--- config.mk ---
export PLATFORM = sky130hd
export DESIGN_NAME = trs80_key_matrix
export DESIGN_NICKNAME = d
export VERILOG_FILES = /design/src/rtl/trs80_kbd_pkg.sv /design/src/rtl/ps2_to_trs80_map.sv /design/src/rtl/trs80_key_matrix.sv
export SDC_FILE = /design/constraint.sdc
export NUM_CORES = 1
export LEC_CHECK = 0
export CAP_MARGIN = 25
export CORE_ASPECT_RATIO = 1.2
export CORE_MARGIN = 2
export CORE_UTILIZATION = 60
export DETAILED_ROUTE_END_ITERATION = 16
export PLACE_DENSITY = 0.79
export SLEW_MARGIN = 10
export SYNTH_ARGS = -nofsm -noshare
export SYNTH_HDL_FRONTEND = slang
export SYNTH_SLANG_ARGS = --single-unit
export TNS_END_PERCENT = 20
--- constraint.sdc ---
create_clock -name clock_i -period 7.85 [get_ports clock_i]
set_input_delay 1.57 -clock clock_i [delete_from_list [all_inputs] [get_ports clock_i]]
set_output_delay 1.57 -clock clock_i [all_outputs]
set_load 0.01 [all_outputs]
--- src/rtl/trs80_kbd_pkg.sv ---
// Shared types and constants for the TRS-80 Model III keyboard matrix bridge:
// matrix positions, release-queue entries and the hold/drain FSM state.
package trs80_kbd_pkg;

    typedef struct packed {
        logic       valid;
        logic [2:0] row;
        logic [2:0] col;
    } key_pos_t;

    typedef struct packed {
        logic       dead;
        logic [2:0] row;
        logic [2:0] col;
    } rq_entry_t;

    typedef enum logic [1:0] {
        ST_IDLE  = 2'd0,
        ST_HOLD  = 2'd1,
        ST_DRAIN = 2'd2
    } kbd_state_t;

    localparam logic [2:0] ROW_AT    = 3'd0;
    localparam logic [2:0] ROW_H     = 3'd1;
    localparam logic [2:0] ROW_P     = 3'd2;
    localparam logic [2:0] ROW_X     = 3'd3;
    localparam logic [2:0] ROW_DIG0  = 3'd4;
    localparam logic [2:0] ROW_DIG8  = 3'd5;
    localparam logic [2:0] ROW_CTRL  = 3'd6;
    localparam logic [2:0] ROW_SHIFT = 3'd7;

    localparam logic [2:0] COL_0 = 3'd0;
    localparam logic [2:0] COL_1 = 3'd1;
    localparam logic [2:0] COL_2 = 3'd2;
    localparam logic [2:0] COL_3 = 3'd3;
    localparam logic [2:0] COL_4 = 3'd4;
    localparam logic [2:0] COL_5 = 3'd5;
    localparam logic [2:0] COL_6 = 3'd6;
    localparam logic [2:0] COL_7 = 3'd7;

    localparam key_pos_t KEY_NONE   = '{valid: 1'b0, row: 3'd0, col: 3'd0};
    localparam key_pos_t KEY_ENTER  = '{valid: 1'b1, row: ROW_CTRL,  col: COL_0};
    localparam key_pos_t KEY_CLEAR  = '{valid: 1'b1, row: ROW_CTRL,  col: COL_1};
    localparam key_pos_t KEY_BREAK  = '{valid: 1'b1, row: ROW_CTRL,  col: COL_2};
    localparam key_pos_t KEY_UP     = '{valid: 1'b1, row: ROW_CTRL,  col: COL_3};
    localparam key_pos_t KEY_DOWN   = '{valid: 1'b1, row: ROW_CTRL,  col: COL_4};
    localparam key_pos_t KEY_LEFT   = '{valid: 1'b1, row: ROW_CTRL,  col: COL_5};
    localparam key_pos_t KEY_RIGHT  = '{valid: 1'b1, row: ROW_CTRL,  col: COL_6};
    localparam key_pos_t KEY_SPACE  = '{valid: 1'b1, row: ROW_CTRL,  col: COL_7};
    localparam key_pos_t KEY_LSHIFT = '{valid: 1'b1, row: ROW_SHIFT, col: COL_0};
    localparam key_pos_t KEY_RSHIFT = '{valid: 1'b1, row: ROW_SHIFT, col: COL_1};

    function automatic key_pos_t key_at(input logic [2:0] row, input logic [2:0] col);
        key_pos_t pos;
        pos.valid = 1'b1;
        pos.row   = row;
        pos.col   = col;
        return pos;
    endfunction

endpackage

--- src/rtl/ps2_to_trs80_map.sv ---
// Combinational PS/2 set-2 {extended, scancode} to TRS-80 matrix position lookup.
// Anything not listed (including E0-prefixed keypad duplicates) comes back invalid.
module ps2_to_trs80_map
    import trs80_kbd_pkg::*;
(
    input  logic       ext_i,
    input  logic [7:0] code_i,
    output key_pos_t   pos_o
);

    // Scancode table; '[' stands in for '@' and the apostrophe key for ':'
    always_comb begin
        pos_o = KEY_NONE;
        case ({ext_i, code_i})
            9'h054: pos_o = key_at(ROW_AT, COL_0);
            9'h01C: pos_o = key_at(ROW_AT, COL_1);
            9'h032: pos_o = key_at(ROW_AT, COL_2);
            9'h021: pos_o = key_at(ROW_AT, COL_3);
            9'h023: pos_o = key_at(ROW_AT, COL_4);
            9'h024: pos_o = key_at(ROW_AT, COL_5);
            9'h02B: pos_o = key_at(ROW_AT, COL_6);
            9'h034: pos_o = key_at(ROW_AT, COL_7);
            9'h033: pos_o = key_at(ROW_H, COL_0);
            9'h043: pos_o = key_at(ROW_H, COL_1);
            9'h03B: pos_o = key_at(ROW_H, COL_2);
            9'h042: pos_o = key_at(ROW_H, COL_3);
            9'h04B: pos_o = key_at(ROW_H, COL_4);
            9'h03A: pos_o = key_at(ROW_H, COL_5);
            9'h031: pos_o = key_at(ROW_H, COL_6);
            9'h044: pos_o = key_at(ROW_H, COL_7);
            9'h04D: pos_o = key_at(ROW_P, COL_0);
            9'h015: pos_o = key_at(ROW_P, COL_1);
            9'h02D: pos_o = key_at(ROW_P, COL_2);
            9'h01B: pos_o = key_at(ROW_P, COL_3);
            9'h02C: pos_o = key_at(ROW_P, COL_4);
            9'h03C: pos_o = key_at(ROW_P, COL_5);
            9'h02A: pos_o = key_at(ROW_P, COL_6);
            9'h01D: pos_o = key_at(ROW_P, COL_7);
            9'h022: pos_o = key_at(ROW_X, COL_0);
            9'h035: pos_o = key_at(ROW_X, COL_1);
            9'h01A: pos_o = key_at(ROW_X, COL_2);
            9'h045: pos_o = key_at(ROW_DIG0, COL_0);
            9'h016: pos_o = key_at(ROW_DIG0, COL_1);
            9'h01E: pos_o = key_at(ROW_DIG0, COL_2);
            9'h026: pos_o = key_at(ROW_DIG0, COL_3);
            9'h025: pos_o = key_at(ROW_DIG0, COL_4);
            9'h02E: pos_o = key_at(ROW_DIG0, COL_5);
            9'h036: pos_o = key_at(ROW_DIG0, COL_6);
            9'h03D: pos_o = key_at(ROW_DIG0, COL_7);
            9'h03E: pos_o = key_at(ROW_DIG8, COL_0);
            9'h046: pos_o = key_at(ROW_DIG8, COL_1);
            9'h052: pos_o = key_at(ROW_DIG8, COL_2);
            9'h04C: pos_o = key_at(ROW_DIG8, COL_3);
            9'h041: pos_o = key_at(ROW_DIG8, COL_4);
            9'h04E: pos_o = key_at(ROW_DIG8, COL_5);
            9'h049: pos_o = key_at(ROW_DIG8, COL_6);
            9'h04A: pos_o = key_at(ROW_DIG8, COL_7);
            9'h05A: pos_o = KEY_ENTER;
            9'h15A: pos_o = KEY_ENTER;
            9'h16C: pos_o = KEY_CLEAR;
            9'h076: pos_o = KEY_BREAK;
            9'h175: pos_o = KEY_UP;
            9'h172: pos_o = KEY_DOWN;
            9'h16B: pos_o = KEY_LEFT;
            9'h174: pos_o = KEY_RIGHT;
            9'h029: pos_o = KEY_SPACE;
            9'h012: pos_o = KEY_LSHIFT;
            9'h059: pos_o = KEY_RSHIFT;
            default: pos_o = KEY_NONE;
        endcase
    end

endmodule

--- src/rtl/trs80_key_matrix.sv ---
// PS/2 key events to TRS-80 Model III 8x8 keyboard matrix, with a minimum hold window
// so short taps survive the ROM's scan; releases inside the window are deferred in a queue.
module trs80_key_matrix
    import trs80_kbd_pkg::*;
#(
    parameter int CLK_KHZ  = 20000,
    parameter int HOLD_MS  = 20,
    parameter int RQ_DEPTH = 4
) (
    input  logic       clock_i,
    input  logic       reset_n_i,
    input  logic       key_strobe_i,
    input  logic       key_pressed_i,
    input  logic       key_extended_i,
    input  logic [7:0] key_code_i,
    input  logic [7:0] rows_i,
    output logic [7:0] cols_o,
    output logic       busy_o
);

    localparam int AW = (RQ_DEPTH > 1) ? $clog2(RQ_DEPTH) : 1;
    localparam int CW = AW + 1;
    localparam logic [24:0] HOLD_LOAD = 25'(CLK_KHZ * HOLD_MS - 1);

    key_pos_t        map_pos_s;
    logic            ev_press_s;
    logic            ev_release_s;
    logic            release_now_s;
    logic            push_s;
    logic            pop_s;
    logic            rq_full_s;
    logic            rq_empty_s;
    rq_entry_t       pop_entry_s;

    logic [7:0][7:0] matrix_q, matrix_d;
    logic [24:0]     hold_q, hold_d;
    rq_entry_t       rq_q [RQ_DEPTH];
    rq_entry_t       rq_d [RQ_DEPTH];
    logic [AW-1:0]   wr_ptr_q, wr_ptr_d;
    logic [AW-1:0]   rd_ptr_q, rd_ptr_d;
    logic [CW-1:0]   count_q, count_d;
    kbd_state_t      state_q, state_d;
    logic [7:0]      cols_q, cols_d;
    logic            busy_q, busy_d;

    ps2_to_trs80_map u_map (
        .ext_i  (key_extended_i),
        .code_i (key_code_i),
        .pos_o  (map_pos_s)
    );

    assign ev_press_s    = key_strobe_i & key_pressed_i & map_pos_s.valid;
    assign ev_release_s  = key_strobe_i & ~key_pressed_i & map_pos_s.valid;
    assign rq_full_s     = (count_q == CW'(RQ_DEPTH));
    assign rq_empty_s    = (count_q == {CW{1'b0}});
    // A press during drain pauses popping so the remaining entries wait for the new window.
    assign pop_s         = (state_q == ST_DRAIN) & ~rq_empty_s & ~ev_press_s;
    assign release_now_s = ev_release_s & (((hold_q == 25'd0) & rq_empty_s) | rq_full_s);
    assign push_s        = ev_release_s & ~release_now_s;
    assign pop_entry_s   = rq_q[rd_ptr_q];

    // Matrix, hold counter and release-queue next state
    always_comb begin
        matrix_d = matrix_q;
        rq_d     = rq_q;
        wr_ptr_d = wr_ptr_q;
        rd_ptr_d = rd_ptr_q;
        count_d  = count_q + CW'(push_s) - CW'(pop_s);

        if (ev_press_s) begin
            hold_d = HOLD_LOAD;
        end else if (hold_q != 25'd0) begin
            hold_d = hold_q - 25'd1;
        end else begin
            hold_d = hold_q;
        end

        if (pop_s) begin
            rd_ptr_d = rd_ptr_q + AW'(1);
            if (!pop_entry_s.dead) begin
                matrix_d[pop_entry_s.row][pop_entry_s.col] = 1'b0;
            end else begin
                matrix_d = matrix_d;
            end
        end else begin
            rd_ptr_d = rd_ptr_q;
        end

        // The strobe is applied after the pop so it has the final word on its own key.
        if (ev_press_s) begin
            matrix_d[map_pos_s.row][map_pos_s.col] = 1'b1;
            for (int i = 0; i < RQ_DEPTH; i++) begin
                if ((rq_q[i].row == map_pos_s.row) && (rq_q[i].col == map_pos_s.col)) begin
                    rq_d[i].dead = 1'b1;
                end else begin
                    rq_d[i].dead = rq_q[i].dead;
                end
            end
        end else if (release_now_s) begin
            matrix_d[map_pos_s.row][map_pos_s.col] = 1'b0;
        end else if (push_s) begin
            rq_d[wr_ptr_q] = '{dead: 1'b0, row: map_pos_s.row, col: map_pos_s.col};
            wr_ptr_d       = wr_ptr_q + AW'(1);
        end else begin
            wr_ptr_d = wr_ptr_q;
        end
    end

    // Hold/drain sequencing
    always_comb begin
        state_d = state_q;
        case (state_q)
            ST_IDLE: begin
                if (hold_d != 25'd0) begin
                    state_d = ST_HOLD;
                end else if (count_d != {CW{1'b0}}) begin
                    state_d = ST_DRAIN;
                end else begin
                    state_d = ST_IDLE;
                end
            end
            ST_HOLD: begin
                if (hold_d != 25'd0) begin
                    state_d = ST_HOLD;
                end else if (count_d != {CW{1'b0}}) begin
                    state_d = ST_DRAIN;
                end else begin
                    state_d = ST_IDLE;
                end
            end
            ST_DRAIN: begin
                if (ev_press_s) begin
                    state_d = ST_HOLD;
                end else if (count_d != {CW{1'b0}}) begin
                    state_d = ST_DRAIN;
                end else begin
                    state_d = ST_IDLE;
                end
            end
            default: state_d = ST_IDLE;
        endcase
    end

    // Column readback and busy flag
    always_comb begin
        cols_d = 8'h00;
        for (int c = 0; c < 8; c++) begin
            for (int r = 0; r < 8; r++) begin
                cols_d[c] = cols_d[c] | (rows_i[r] & matrix_q[r][c]);
            end
        end
        busy_d = (hold_d != 25'd0) | (count_d != {CW{1'b0}});
    end

    // State registers
    always_ff @(posedge clock_i or negedge reset_n_i) begin
        if (!reset_n_i) begin
            matrix_q <= '0;
            hold_q   <= 25'd0;
            wr_ptr_q <= {AW{1'b0}};
            rd_ptr_q <= {AW{1'b0}};
            count_q  <= {CW{1'b0}};
            state_q  <= ST_IDLE;
            cols_q   <= 8'h00;
            busy_q   <= 1'b0;
            for (int i = 0; i < RQ_DEPTH; i++) begin
                rq_q[i] <= '0;
            end
        end else begin
            matrix_q <= matrix_d;
            hold_q   <= hold_d;
            wr_ptr_q <= wr_ptr_d;
            rd_ptr_q <= rd_ptr_d;
            count_q  <= count_d;
            state_q  <= state_d;
            cols_q   <= cols_d;
            busy_q   <= busy_d;
            for (int i = 0; i < RQ_DEPTH; i++) begin
                rq_q[i] <= rq_d[i];
            end
        end
    end

    assign cols_o = cols_q;
    assign busy_o = busy_q;

endmodule
==> impl_metrics.yaml <==
synthesis:
  synth_area_um2: 8340
  synth.net_count: 938
  synth_xor_area_frac: 0.0504
  post_synth_num_cell_types: 75
  synthArstFlopShare: 1.00
  synth_adder_area_share: 0.0129
  synth_enable_flop_cells: 0
  synth_simple_gate_area_frac: 0.236
  synthesis.instances: 909
  yosys_warns: 0
  yosys_most_used_dff: "sky130_fd_sc_hd__dfrtp_1"
  mux_cell_area_share_after_synthesis: 0.0483
  syn-mean-instance-area_um2: 9.18
  synth_sequential_area_ratio: 0.405
  synth-compound-area-share: 0.196
  synth_top_family_by_area: "simple AND/OR/NAND/NOR gates"
  synth-seq-cells: 135
timing:
  period_share: 0.781
  setup_repair_after_global_routing_missed_its_margin: "no"
  worst_clock_skew_ns: 0.0110
  layout_setup_ws_ns: 1.72
  setup_tns_ns: 0
  slew_violations: 0
  tightestPinTransition_ns: 0.934
  final_setup_violations: 0
  hold_viol_final: 0
  fmax_mhz: 163
  timing.final.crit_period_ns: 6.13
  slew-limit-headroom: 0.375
run:
  maxCapViolations: 0
layout:
  layout.core_utilization: 0.671
  flow.area_growth_from_synthesis_pct: 10.3
  n_fill_cell: 1048
  ff_latch_area_um2: 3380
  mostFrequentLayoutCell: "sky130_fd_sc_hd__dfrtp_1"
  mostFrequentLayoutCells: "135 x sky130_fd_sc_hd__dfrtp_1, 62 x sky130_fd_sc_hd__nand2_1, 52 x sky130_fd_sc_hd__o21ai_0"
  instances_no_fill: 1068
  ant_diodes: 0
  drive_gt1_frac: 0.0914
  design.final.nets: 913
  area_of_the_multi_input_gates_um2: 4550
die:
  boundaryPins: 30
  coreArea_um2: 13700
  die-height_um: 133
  std_cell_rows: 47
  fp.dieArea_um2: 14900
  starting_density_of_the_core: 0.609
  dieWidth_um: 112
worst_setup_path:
  ff2ff_setup_slack_ns: 4.00
  reg2reg_to: "busy_o$_DFF_PN0_"
  path_max_fanout: 29
  critical_path_required_ns: 8.15
  cpPeakStageDelay_ns: 1.08
  crit_path_start_kind: "input pin"
  critical_path_cell_with_the_highest_stage_delay: "sky130_fd_sc_hd__clkdlybuf4s50_1"
  depth_of_the_worst_register_to_register_path: 15
  wp_data_arrival_ns: 6.43
  critical_path_class: "input pin to flop"
  critical_path.reg2reg.startpoint: "hold_q[0]$_DFF_PN0_"
  path_cells: "clkdlybuf4s50_1, nor2b_1, nand3_1, o41ai_1, nor3_1, nand2_1, o211a_2, nor2_1, ha_1, inv_1, ha_1, inv_1, fa_1, xnor2_1, xnor2_1, nor3_1, nand2_1"
  critical_path.endpoint_type: "flop"
global_routing:
  number_of_global_route_vias_before_repair: 7434
  antenna_found_initial: 0
  overflow: 0
  grtUsageTotal: 0.348
  grt_pass1_wl_um: 40800
  largest_net_degree_at_the_start_of_global_routing: 90
place:
  finalWeightedCongestion: 1.01
  io_buffer_count: 29
  hpwl_after_detailed_placement_um: 17400
  dpl_worst_slack_ns: 1.32
  placed_cells_incl_taps: 1033
cts:
  tritoncts_num_sinks: 135
  postCtsSetupRepairBufs: 0
  cts_max_level: 4
  ctsRootBufferMaster: "sky130_fd_sc_hd__clkbuf_16"
  cts-root-to-sink-buffers: 2
  clk_pin_slew_ns: 0.06
  clk-insertion-delay-late_ns: 0.43
  cts_inserted_buffers: 17
  post_cts_hold_buffer_count: 0
  cts-resized-gates: 0
  tritoncts: "yes"
min_path:
  min_to: "matrix_q[31]$_DFF_PN0_"
  worst_hold_startpoint: "matrix_q[31]$_DFF_PN0_"
  holdCritPathClass: "flop to flop"
  hold-path-cell-count: 1
detailed_routing:
  drt_first_iter_violations: 1090
  via_count: 7918
  route.detailed.wl_per_inst_um: 24.0
  final_wirelength_um: 25700
  ant_nets: 0
  detail_routed_via_count_per_cell: 7.41
  detail_route.first_pass.iterations: 6
  post-route-drc-count: 0
pwr:
  power.ir.vdd_worst_mv: 0.427
  power.static_leakage_nw: 3.46
  pwr_density_cell_nw_per_um2: 226
status:
  result_of_the_run: "complete, no violations"
==> per-layer routing <==
| metal | up-vias | GRT usage | share of wire | routed length (um) |
|---|---|---|---|---|
| li1 | 3431 | - | - | - |
| met1 | 3829 | 0.477 | 0.39 | 10000 |
| met2 | 549 | 0.533 | 0.46 | 11800 |
| met3 | 109 | 0.0823 | 0.10 | 2650 |
| met4 | 0 | 0.152 | 0.047 | 1200 |
| met5 | - | 0 | 0 | 0 |
==> report_power, final <==
| group | leakage [nW] | switching (W) | internal (W) | total [W] |
|---|---|---|---|---|
| Clock | 0.277 | 0.000314 | 0.000479 | 0.000793 |
| Combinational | 1.40 | 0.000229 | 0.000170 | 0.000399 |
| Sequential | 1.78 | 0.000108 | 0.000781 | 0.000889 |
| Total | 3.46 | 0.000651 | 0.00143 | 0.00208 |
==> critical path: cells and delay by family <==
family | cells | cell delay [ns]
adders and majority gates | 3 | 0.81
and+or+nand+nor | 7 | 1.73
AOI/OAI and AO/OA | 2 | 0.82
buffers and inverters | 3 | 1.19
xor gates and xnor gates | 2 | 0.28
==> area by class of cell <==
class | count | area share
clock buffer | 19 | 0.0482
clock inverter | 13 | 0.0163
inverter | 18 | 0.00734
multi-input combinational | 673 | 0.495
sequential | 135 | 0.367
tap | 171 | 0.0233
timing repair buffer | 39 | 0.0431
==> per-stage QoR <==
step / power (W) / hold slack, ns / cell area [um2]
after global placement: 0.00127 / 0.482 / 8550
after CTS: 0.00207 / 0.512 / 9150
after global routing: 0.00218 / 0.528 / 9200
final: 0.00208 / 0.513 / 9200
after detailed placement: 0.00129 / 0.496 / 8550
after floorplan: 0.00117 / 0.468 / 8340
==> Yosys cell counts (5+ instances only) <==
cell                       number  area [um2]
sky130_fd_sc_hd__a31oi_1        5        31.3
sky130_fd_sc_hd__mux2_2        10         113
sky130_fd_sc_hd__clkbuf_1      40         150
sky130_fd_sc_hd__nor2b_1       10        62.6
sky130_fd_sc_hd__dfrtp_1      135        3380
sky130_fd_sc_hd__nor3b_1        7        52.6
sky130_fd_sc_hd__nor4_1        51         319
sky130_fd_sc_hd__o31ai_1       23         173
sky130_fd_sc_hd__buf_2         28         140
sky130_fd_sc_hd__nand4_1       25         156
sky130_fd_sc_hd__a22oi_1       34         255
sky130_fd_sc_hd__inv_1         18        67.6
sky130_fd_sc_hd__nand2b_1       9        56.3
sky130_fd_sc_hd__nand3_1       38         190
sky130_fd_sc_hd__mux2_1        10         113
sky130_fd_sc_hd__xnor2_1       34         298
sky130_fd_sc_hd__o21ai_0       52         260
sky130_fd_sc_hd__o22ai_1       50         313
sky130_fd_sc_hd__or4_1          7        52.6
sky130_fd_sc_hd__or3_1          9        56.3
sky130_fd_sc_hd__buf_1         12        45.0
sky130_fd_sc_hd__o41ai_1        7        61.3
sky130_fd_sc_hd__mux4_2         7         158
sky130_fd_sc_hd__a211oi_1       6        45.0
sky130_fd_sc_hd__o31a_1        13         114
sky130_fd_sc_hd__a21oi_1       24         120
sky130_fd_sc_hd__nor3_1        30         150
sky130_fd_sc_hd__nor2_1        39         146
sky130_fd_sc_hd__and2_1        10        62.6
sky130_fd_sc_hd__ha_1           7        87.6
sky130_fd_sc_hd__or2_2          7        43.8
sky130_fd_sc_hd__xor2_1        14         123
sky130_fd_sc_hd__nand2_1       62         233
==> logic make-up (layout without fill, tap and decap cells) <==
kind of cell,after synthesis,after routing
fa+ha+maj,8,8
mux,29,29
buf+inv,101,89
simple gates,344,344
compound gates,244,244
flops,135,135
xor+xnor,48,48
==> how the worst max path moves through the flow <==
stage	startpoint	endpoint	slack (ns)	depth (start not counted)
after floorplan	key_code_i[1]	busy_o$_DFF_PN0_	2.67	21
after global placement	key_code_i[0]	busy_o$_DFF_PN0_	1.53	17
after detailed placement	key_code_i[2]	busy_o$_DFF_PN0_	1.32	17
after CTS	key_code_i[2]	busy_o$_DFF_PN0_	1.74	17
after global routing	key_code_i[0]	busy_o$_DFF_PN0_	1.42	17
final	key_code_i[0]	busy_o$_DFF_PN0_	1.72	17
No activity file was read; power rests on OpenSTA's default activity.
